--- src/rtl/order_msg_fifo_if.sv ---
// order_msg_fifo_if
//   Bundles the word-stream input and the record-queue output of
//   order_msg_fifo.
//   master : the upstream word source plus the downstream consumer.
//            It drives wr_valid/wr_data/wr_last/system_free.
//   slave  : the FIFO block itself.
//            It drives wr_ready/buffer_not_empty/ff_buffer/fill_level/err_count.
interface order_msg_fifo_if #(
   parameter int WORD_W = 32,
   parameter int WORDS  = 10,
   parameter int DEPTH  = 8,
   parameter int ERR_W  = 16
);
   localparam int MSG_W = WORD_W * WORDS;
   localparam int FW    = $clog2(DEPTH) + 1;

   logic              wr_valid;
   logic              wr_ready;
   logic [WORD_W-1:0] wr_data;
   logic              wr_last;
   logic              system_free;
   logic              buffer_not_empty;
   logic [MSG_W-1:0]  ff_buffer;
   logic [FW-1:0]     fill_level;
   logic [ERR_W-1:0]  err_count;

   modport master (
      output wr_valid, wr_data, wr_last, system_free,
      input  wr_ready, buffer_not_empty, ff_buffer, fill_level, err_count
   );

   modport slave (
      input  wr_valid, wr_data, wr_last, system_free,
      output wr_ready, buffer_not_empty, ff_buffer, fill_level, err_count
   );
endinterface

--- src/rtl/order_msg_fifo.sv ---
// order_msg_fifo
//   Assembles WORDS-word order messages into MSG_W-bit records.
//   The first word lands in the most significant slot.
//   Completed records are queued in a DEPTH-entry first-word-fall-through FIFO.
//   Malformed messages are dropped and counted:
//     - short: wr_last arrives before word WORDS-1.
//     - long:  no wr_last on word WORDS-1. The rest of the message is
//       discarded up to and including its wr_last.
// Ports
//   clk   : rising-edge clock
//   reset : synchronous, active-low
//   bus   : order_msg_fifo_if.slave, carrying
//           - the word stream (wr_valid/wr_ready/wr_data/wr_last)
//           - the pop request (system_free)
//           - the head record (buffer_not_empty/ff_buffer)
//           - the status outputs (fill_level/err_count)
module order_msg_fifo #(
   parameter int WORD_W = 32,
   parameter int WORDS  = 10,
   parameter int DEPTH  = 8,
   parameter int ERR_W  = 16
) (
   input  logic             clk,
   input  logic             reset,
   order_msg_fifo_if.slave  bus
);
   localparam int MSG_W = WORD_W * WORDS;
   localparam int CW    = $clog2(WORDS);
   localparam int PW    = $clog2(DEPTH);
   localparam int FW    = PW + 1;

   typedef enum logic {COLLECT, DISCARD} state_t;

   state_t            state_q;
   logic [CW-1:0]     word_cnt_q;
   logic [MSG_W-1:0]  asm_q;
   logic [MSG_W-1:0]  mem_q [DEPTH];
   logic [PW-1:0]     wr_ptr_q, rd_ptr_q;
   logic [FW-1:0]     fill_q;
   logic [ERR_W-1:0]  err_q;

   logic             last_slot, full, not_empty, in_collect;
   logic             accept, push, pop, err_inc;
   logic [MSG_W-1:0] push_rec;

   assign in_collect = (state_q == COLLECT);
   assign last_slot  = (word_cnt_q == CW'(WORDS - 1));
   assign full       = (fill_q == FW'(DEPTH));
   assign not_empty  = (fill_q != '0);

   // Stall only the word that would complete a record into a full queue.
   // A same-cycle pop is deliberately not considered, which keeps
   // system_free off the wr_ready path.
   assign bus.wr_ready = !in_collect || !(last_slot && full);

   assign accept  = bus.wr_valid && bus.wr_ready;
   assign push    = accept && in_collect && last_slot && bus.wr_last;
   assign pop     = not_empty && bus.system_free;

   // Short and long messages are exactly the cases where wr_last
   // disagrees with the slot position.
   assign err_inc = accept && in_collect && (last_slot ^ bus.wr_last);

   // The final word bypasses the assembly register straight into the queue.
   assign push_rec = {asm_q[MSG_W-1:WORD_W], bus.wr_data};

   assign bus.buffer_not_empty = not_empty;
   assign bus.ff_buffer        = not_empty ? mem_q[rd_ptr_q] : '0;
   assign bus.fill_level       = fill_q;
   assign bus.err_count        = err_q;

   // Storage has no reset; stale entries are never visible because
   // ff_buffer is gated by fill_level.
   always_ff @(posedge clk) begin
      if (push) mem_q[wr_ptr_q] <= push_rec;
   end

   always_ff @(posedge clk) begin
      if (!reset) begin
         state_q    <= COLLECT;
         word_cnt_q <= '0;
         asm_q      <= '0;
         wr_ptr_q   <= '0;
         rd_ptr_q   <= '0;
         fill_q     <= '0;
         err_q      <= '0;
      end else begin
         if (accept) begin
            if (in_collect) begin
               if (!bus.wr_last && !last_slot) begin
                  for (int k = 0; k < WORDS - 1; k++)
                     if (word_cnt_q == CW'(k))
                        asm_q[MSG_W-1-k*WORD_W -: WORD_W] <= bus.wr_data;
                  word_cnt_q <= word_cnt_q + CW'(1);
               end else begin
                  word_cnt_q <= '0;
                  if (!bus.wr_last) state_q <= DISCARD;
               end
            end else if (bus.wr_last) begin
               state_q <= COLLECT;
            end
         end

         if (push) wr_ptr_q <= wr_ptr_q + PW'(1);
         if (pop)  rd_ptr_q <= rd_ptr_q + PW'(1);

         if (push && !pop)      fill_q <= fill_q + FW'(1);
         else if (pop && !push) fill_q <= fill_q - FW'(1);

         if (err_inc && (err_q != '1)) err_q <= err_q + ERR_W'(1);
      end
   end
endmodule
--- src/flat_wrapper.sv ---
// flat-port wrapper written by rule: the top's interface ports become plain ports
module order_msg_fifo_flat 
#(
   parameter int WORD_W = 32,
   parameter int WORDS  = 10,
   parameter int DEPTH  = 8,
   parameter int ERR_W  = 16
)
  (clk, reset, bus_wr_valid, bus_wr_data, bus_wr_last, bus_system_free, bus_wr_ready, bus_buffer_not_empty, bus_ff_buffer, bus_fill_level, bus_err_count);
  order_msg_fifo_if #(.WORD_W(WORD_W), .WORDS(WORDS), .DEPTH(DEPTH), .ERR_W(ERR_W)) bus_i ();
  input  logic clk;
  input  logic reset;
  input wire logic [$bits(bus_i.wr_valid)-1:0] bus_wr_valid;
  input wire logic [$bits(bus_i.wr_data)-1:0] bus_wr_data;
  input wire logic [$bits(bus_i.wr_last)-1:0] bus_wr_last;
  input wire logic [$bits(bus_i.system_free)-1:0] bus_system_free;
  output wire logic [$bits(bus_i.wr_ready)-1:0] bus_wr_ready;
  output wire logic [$bits(bus_i.buffer_not_empty)-1:0] bus_buffer_not_empty;
  output wire logic [$bits(bus_i.ff_buffer)-1:0] bus_ff_buffer;
  output wire logic [$bits(bus_i.fill_level)-1:0] bus_fill_level;
  output wire logic [$bits(bus_i.err_count)-1:0] bus_err_count;
  assign bus_i.wr_valid = bus_wr_valid;
  assign bus_i.wr_data = bus_wr_data;
  assign bus_i.wr_last = bus_wr_last;
  assign bus_i.system_free = bus_system_free;
  assign bus_wr_ready = bus_i.wr_ready;
  assign bus_buffer_not_empty = bus_i.buffer_not_empty;
  assign bus_ff_buffer = bus_i.ff_buffer;
  assign bus_fill_level = bus_i.fill_level;
  assign bus_err_count = bus_i.err_count;
  order_msg_fifo #(.WORD_W(WORD_W), .WORDS(WORDS), .DEPTH(DEPTH), .ERR_W(ERR_W)) u_core (.clk(clk), .reset(reset), .bus(bus_i));
endmodule
--- config.mk ---
export PLATFORM = sky130hd
export DESIGN_NAME = order_msg_fifo_flat
export DESIGN_NICKNAME = d
export VERILOG_FILES = /design/src/rtl/order_msg_fifo_if.sv /design/src/rtl/order_msg_fifo.sv /design/src/flat_wrapper.sv
export SDC_FILE = /design/constraint.sdc
export NUM_CORES = 2
export LEC_CHECK = 0
export ABC_CLOCK_PERIOD_IN_PS = 40900
export BUFFER_PORTS_ARGS = -buffer_cell sky130_fd_sc_hd__buf_2
export CAP_MARGIN = 10
export CORE_ASPECT_RATIO = 0.9
export CORE_MARGIN = 10
export CORE_UTILIZATION = 56
export CTS_CLUSTER_DIAMETER = 50
export CTS_CLUSTER_SIZE = 14
export DETAILED_ROUTE_END_ITERATION = 8
export PLACE_DENSITY = 0.73
export REMOVE_ABC_BUFFERS = 1
export SYNTH_ARGS = -nofsm -noshare
export SYNTH_HDL_FRONTEND = slang
export SYNTH_SLANG_ARGS = --single-unit
--- constraint.sdc ---
create_clock -name clk -period 40.9 [get_ports clk]
set_input_delay 2.045 -clock clk [delete_from_list [all_inputs] [get_ports clk]]
set_output_delay 2.045 -clock clk [all_outputs]
set_load 0.05 [all_outputs]
Word level (Yosys, flattened, before mapping)
Memory sizes are Yosys's and may differ from the RTL's. A register that Yosys moved wholly into a read port is not among the register bits.
Index checks and enable logic that the tools add are counted.
{ "totals": {"register_bits": 319, "wordCells": 76, "inputBits": 37, "out_inout_bits": 342, "mem_bits_rw": 2560, "n_memories": 1} }
{ "mem_list": {"columns": ["memory", "words", "width", "read_ports", "rd_clocked_by_memory_dff", "wr", "line_no", "source"], "rows": [
  ["u_core.mem_q", 8, 320, 1, 1, 1, "order_msg_fifo.sv:37", "logic [MSG_W-1:0] mem_q [DEPTH];"]
]} }
{ "op_classes": {"addsub": 6, "n_bitwise": 2, "n_eq_ne": 11, "n_reduce_logical": 30, "mux": 11} }
{ "ops": {"columns": ["op", "n"], "rows": [
  ["two-way mux 320 bit", 1],
  ["AND reduction 4 bit", 9],
  ["adder 16 x 1 -> 16 bit, second input constant", 1],
  ["== test 4 x 3 -> 1 bit, second input constant", 4],
  ["inequality test 16 bit, second input constant", 1],
  ["== test 4 bit, second input constant", 3],
  ["two-way mux 4 bit", 3],
  ["logical AND 1 bit", 11],
  ["adder 4 x 1 -> 4 bit, second input constant", 2],
  ["== test 4 x 2 -> 1 bit, second input constant", 2],
  ["adder 3 x 1 -> 3 bit, second input constant", 2],
  ["two-way mux 3 bit", 2],
  ["logical NOT 1 bit", 5],
  ["two-way mux 1 bit", 5],
  ["== test 4 x 1 -> 1 bit, second input constant", 1],
  ["logical NOT 4 bit", 1],
  ["nonzero test 4 bit", 1],
  ["subtractor 4 x 1 -> 4 bit, second input constant", 1],
  ["AND reduction 2 bit", 1],
  ["nonzero test 2 bit", 1],
  ["logical OR 1 bit", 1],
  ["inverter 1 bit", 1],
  ["XOR 1 bit", 1]
]} }

Depth between registers and ports, before layout
{ "depth": {"word_depth": 12, "depth_mapped": 13, "mapped_depth_nobuf": 13} }

Worst setup path before layout
Ideal clock, no wire load.
{ "synth_path": {"path_type": "input to register", "from": "input port bus_wr_valid", "to": "memory u_core.mem_q[0][0] (netlist bit) (enable)", "n_path_buf": 0, "setup_ns": 1.793, "stages": 3, "required_time_ns": 39.107, "slack_ns": 6.489, "arrival_ns": 32.618, "path_cell_list": "nor2b_1 -> nand4_1 -> nor4_1"} }
{ "synth_via": {"elab_chain_cells": 6} }
{ "synth_lines": {"columns": ["item", "line_no", "source"], "rows": [
  ["from (decl)", "flat_wrapper.sv:13", "input wire logic [$bits(bus_i.wr_valid)-1:0] bus_wr_valid;"],
  ["logical AND 1 bit", "order_msg_fifo.sv:56", "assign accept = bus.wr_valid && bus.wr_ready;"],
  ["logical AND 1 bit (3 in series)", "order_msg_fifo.sv:57", "assign push = accept && in_collect && last_slot && bus.wr_last;"],
  ["two-way mux 1 bit", "order_msg_fifo.sv:75", "if (push) mem_q[wr_ptr_q] <= push_rec;"],
  ["two-way mux 1 bit (implied by the code)", "order_msg_fifo.sv:75", null],
  ["to (decl)", "order_msg_fifo.sv:37", null]
]} }
Every way passes these cells.

==> run summary <==
The share of the yosys chip area belonging to registers was 0.767; the reported net switching power was 1.04 mW. The tree is rooted in a sky130_fd_sc_hd__clkbuf_16. During synthesis, Yosys emitted a total of 0 warnings. Dividing the detail-routed wire length by the instance count gives 30.3 um. The power share of the sequential group is 0.596. STA puts the critical path data arrival time at 5.86 ns. The area added between synthesis and finish was 10.6%; the reported max-cap violation count was 0.

The fraction of power consumed by combinational cells was 0.008. The multiplexer fraction of the synthesized cell area works out to 0.163. The detailed router finished its first iteration with 7014 violations. Timing analysis after detailed placement gives a worst setup slack of 33.73 ns. The clock tree synthesis step divided the H-tree into 4 levels. The fraction of final layout cells sized beyond drive strength 1 came out at 0.233.

Yosys mapped a number of flops with a built-in enable equal to 2560. The tools report the startpoint kind of the worst setup timing path as a flip-flop. By area, the combinational part of the netlist is dominated by multiplexers. The run gives 0.162 as the headroom to the max-slew limit. The tools report the internal power component as 4.28 mW. The logs give 0 for the final number of setup-violating endpoints and 0 for the post-CTS setup repair buffer count. At the pin with the least slew margin, the transition time is 1.26 ns. The initialized floorplan defines 153 standard-cell rows. The first detailed-routing pass ran for 6 iterations. Clock-pin slew was measured on the worst setup and hold paths at 0.06 ns. The average instance in the mapped netlist occupies 19.5 um^2.

The number of fill cells is 13230, and the via count of the first global-routing pass is 55240. Summed over all instances, the cell type with the most area after synthesis is sky130_fd_sc_hd__edfxtp_1. The area fraction in compound gates after synthesis came out at 0.0162.

The mean number of vias per cell was 6.25. The adder and majority gate portion of the synthesized area came out at 0.00157. The critical path start-end classification was reg -> out. For the routability congestion estimate, the log shows 0.760. Among all flip-flop cells after synthesis, the most frequent one is sky130_fd_sc_hd__edfxtp_1. The final wirelength is 263000 um, and the core area is 193000 um^2.

Summing every instance area after synthesis gives 109000 um^2. In this run, post-CTS hold repair placed 0 buffers. After routing the design area is 120000 um^2. From bottom edge to top edge, the die measures 438 um.

The CTS sink count is 2882, and the static power due to leakage is 40.4 nW. The width of the die works out to 484 um. The register bit count reported by yosys came out at 2882. The worst setup path is captured at a primary output. The proportion of netlist area held by the largest area contributor came out at 0.708. Across all register-to-register paths, the minimum setup slack is 35.04 ns. The logs give 0.563 for the initial core utilization and 23800 um^2 for the area of the multi-input gates. The tools report the clock network power share as 0.396. The number of different library cells used by synthesis comes to 55. The final layout net count is 5971. After detailed routing, the number of remaining DRC violations is 0.

Clock latency on the worst-skew pair, taken at its later pin, is 0.88 ns. The clock buffer count from CTS is 232, and the worst-path maximum fanout is 72. Shortest clock period the worst path allows after layout: 7.91 ns. Number of antenna-violating nets in the routed design: 0.

The count of cells in the finished layout, fillers not included, comes to 8666. Synthesis handed over a netlist of 5567 instances. The fraction of registers with async set or reset after synthesis came out at 0. The xor and xnor area share after synthesis was 0.000403; the data required time at the worst endpoint was 38.85 ns.

The run gives 134000 um as the sum of net half-perimeters after detailed placement. The count of vias placed by the detailed router was 54129. Setup repair after global routing left no endpoint under its margin. Class of the tightest hold or removal check: reg -> reg. Global-route usage over all layers: 0.244. Global routing finished with a remaining overflow of 0. The run finished with clean final reports. The run gives 381000 um as the global-route wire length before repair. The final cycle utilization of the critical path is 0.193. Most common cell after layout, fill and taps aside: sky130_fd_sc_hd__edfxtp_1. By area the synthesized netlist is led by sky130_fd_sc_hd__edfxtp_1 (71%), sky130_fd_sc_hd__mux4_2 (13%), sky130_fd_sc_hd__dfxtp_1 (5.9%), sky130_fd_sc_hd__mux2i_1 (3.0%), sky130_fd_sc_hd__nand2_1 (2.0%). The run gives 0 as the number of max-slew violations in the final report.

Input and output buffers added on the ports amount to 378. The worst ir drop on vdd was 0.0464 mV. Once routing completed, OpenROAD measured the worst setup slack at 32.99 ns.

The post-synthesis share of cell area spent on and, or, nand and nor gates works out to 0.0371. For the final database, setup skew stands at 0.0590 ns. TritonCTS built the clock tree. In the final timing run, aggregate negative setup slack is 0 ns. For the final core utilization, the log shows 0.623. Power per cell area: 44.3 nW/um^2. The switching share of power works out to 0.196. 379 I/O pins were placed. The instance count after placement with tap cells included is 8244, and the cell area after placement is 113000 um^2. Post-CTS repair changed the size of 0 cells.

Derived from the worst setup path, the maximum achievable clock frequency is 126 MHz. For the buffer depth of the longest clock path, the log shows 3. Initial antenna violation count: 21. In the final layout, flip-flops and latches occupy 83300 um^2. In the layout the commonest cells are sky130_fd_sc_hd__edfxtp_1 (2560), sky130_fd_sc_hd__mux4_2 (640), sky130_fd_sc_hd__nand2_1 (593), sky130_fd_sc_hd__buf_2 (378), sky130_fd_sc_hd__nor2_1 (332). The die covers 212000 um^2.

Entering global routing, the biggest net connects 145 pins. The final number of hold-violating endpoints is 0.
## power groups by stage
stage	clock [mW]	sequential [mW]	combinational, mW
after floorplan	0	3.23	0.00870
after global placement	0	3.23	0.0404
after detailed placement	0	3.23	0.0410
after CTS	2.14	3.17	0.0411
after global routing	2.25	3.17	0.0426
final	2.11	3.17	0.0411
## sequential cells by signal (all words and copies together), names as in the netlist, named ones only
| name | count |
|---|---|
| u_core.rd_ptr_q | 3 |
| u_core.asm_q | 288 |
| u_core.word_cnt_q | 4 |
| u_core.bus.fill_level | 4 |
| u_core.wr_ptr_q | 3 |
| u_core.bus.err_count | 16 |
| u_core.mem_q | 2560 |
| u_core.state_q | 1 |
## logic make-up after synthesis
family,count (synthesis)
AO/OA/AOI/OAI,337
XOR/XNOR,5
adder cells (fa/ha/maj),13
buffers and inverters,360
flip-flops,2882
multiplexers,965
AND/OR/NAND/NOR,1005
## cell usage after synthesis (4+ instances only)
| cell | count |
|---|---|
| sky130_fd_sc_hd__nand4_1 | 4 |
| sky130_fd_sc_hd__nand3_1 | 15 |
| sky130_fd_sc_hd__mux2i_1 | 325 |
| sky130_fd_sc_hd__or3_1 | 6 |
| sky130_fd_sc_hd__clkbuf_1 | 145 |
| sky130_fd_sc_hd__buf_1 | 39 |
| sky130_fd_sc_hd__and3_1 | 6 |
| sky130_fd_sc_hd__inv_1 | 9 |
| sky130_fd_sc_hd__mux4_2 | 640 |
| sky130_fd_sc_hd__o21ai_0 | 6 |
| sky130_fd_sc_hd__dfxtp_1 | 322 |
| sky130_fd_sc_hd__buf_4 | 24 |
| sky130_fd_sc_hd__ha_1 | 12 |
| sky130_fd_sc_hd__nor2_1 | 335 |
| sky130_fd_sc_hd__nand2b_1 | 6 |
| sky130_fd_sc_hd__a21oi_1 | 309 |
| sky130_fd_sc_hd__nor3_1 | 5 |
| sky130_fd_sc_hd__nor4_1 | 4 |
| sky130_fd_sc_hd__nand2_1 | 593 |
| sky130_fd_sc_hd__or4_1 | 8 |
| sky130_fd_sc_hd__o31ai_1 | 9 |
| sky130_fd_sc_hd__buf_2 | 139 |
| sky130_fd_sc_hd__edfxtp_1 | 2560 |
| sky130_fd_sc_hd__and3b_1 | 4 |
## through the flow
stage / power (mW) / hold slack (ns)
2_1_floorplan: 3.24 / 0.454
3_3_place_gp: 3.27 / 0.470
3_5_place_dp: 3.28 / 0.481
4_1_cts: 5.35 / 0.496
5_1_grt: 5.46 / 0.527
6_report: 5.32 / 0.494
## critical path, cell delays in order (launching register included)
cell and delay (ns):
sky130_fd_sc_hd__dfxtp_4 0.94, sky130_fd_sc_hd__buf_4 0.81, sky130_fd_sc_hd__buf_4 0.86, sky130_fd_sc_hd__buf_4 0.99, sky130_fd_sc_hd__mux4_2 0.39, sky130_fd_sc_hd__mux2i_1 0.08, sky130_fd_sc_hd__nor2_1 0.34, sky130_fd_sc_hd__buf_2 0.34
## layout make-up
type                       instances  area share
antenna                            3   0.0000625
clock buffer                     389      0.0542
clock inverter                    30     0.00408
inverter                          11    0.000406
multi-input combinational       2325       0.198
sequential                      2882       0.694
tap                             2557      0.0266
timing repair buffer             469      0.0229
## final timing paths
| path | start | endpoint | cells past startpoint |
|---|---|---|---|
| setup / recovery | flip-flop | bus_ff_buffer[225] | 7 |
| hold / removal | u_core.bus.err_count[15] | u_core.bus.err_count[15] | 2 |
| setup reg to reg | u_core.word_cnt_q[1] | u_core.mem_q[5][297] | 11 |
| hold reg to reg | u_core.bus.err_count[15] | u_core.bus.err_count[15] | 2 |
## routing by layer
metal | part of all wire | vias to the layer above | track usage
met5 | 0.000099 | - | 0
met4 | 0.027 | 4 | 0.0641
met3 | 0.091 | 359 | 0.0542
met2 | 0.49 | 2531 | 0.400
met1 | 0.39 | 28555 | 0.337
li1 | - | 22680 | -
Power figures use the tool's default switching activity.
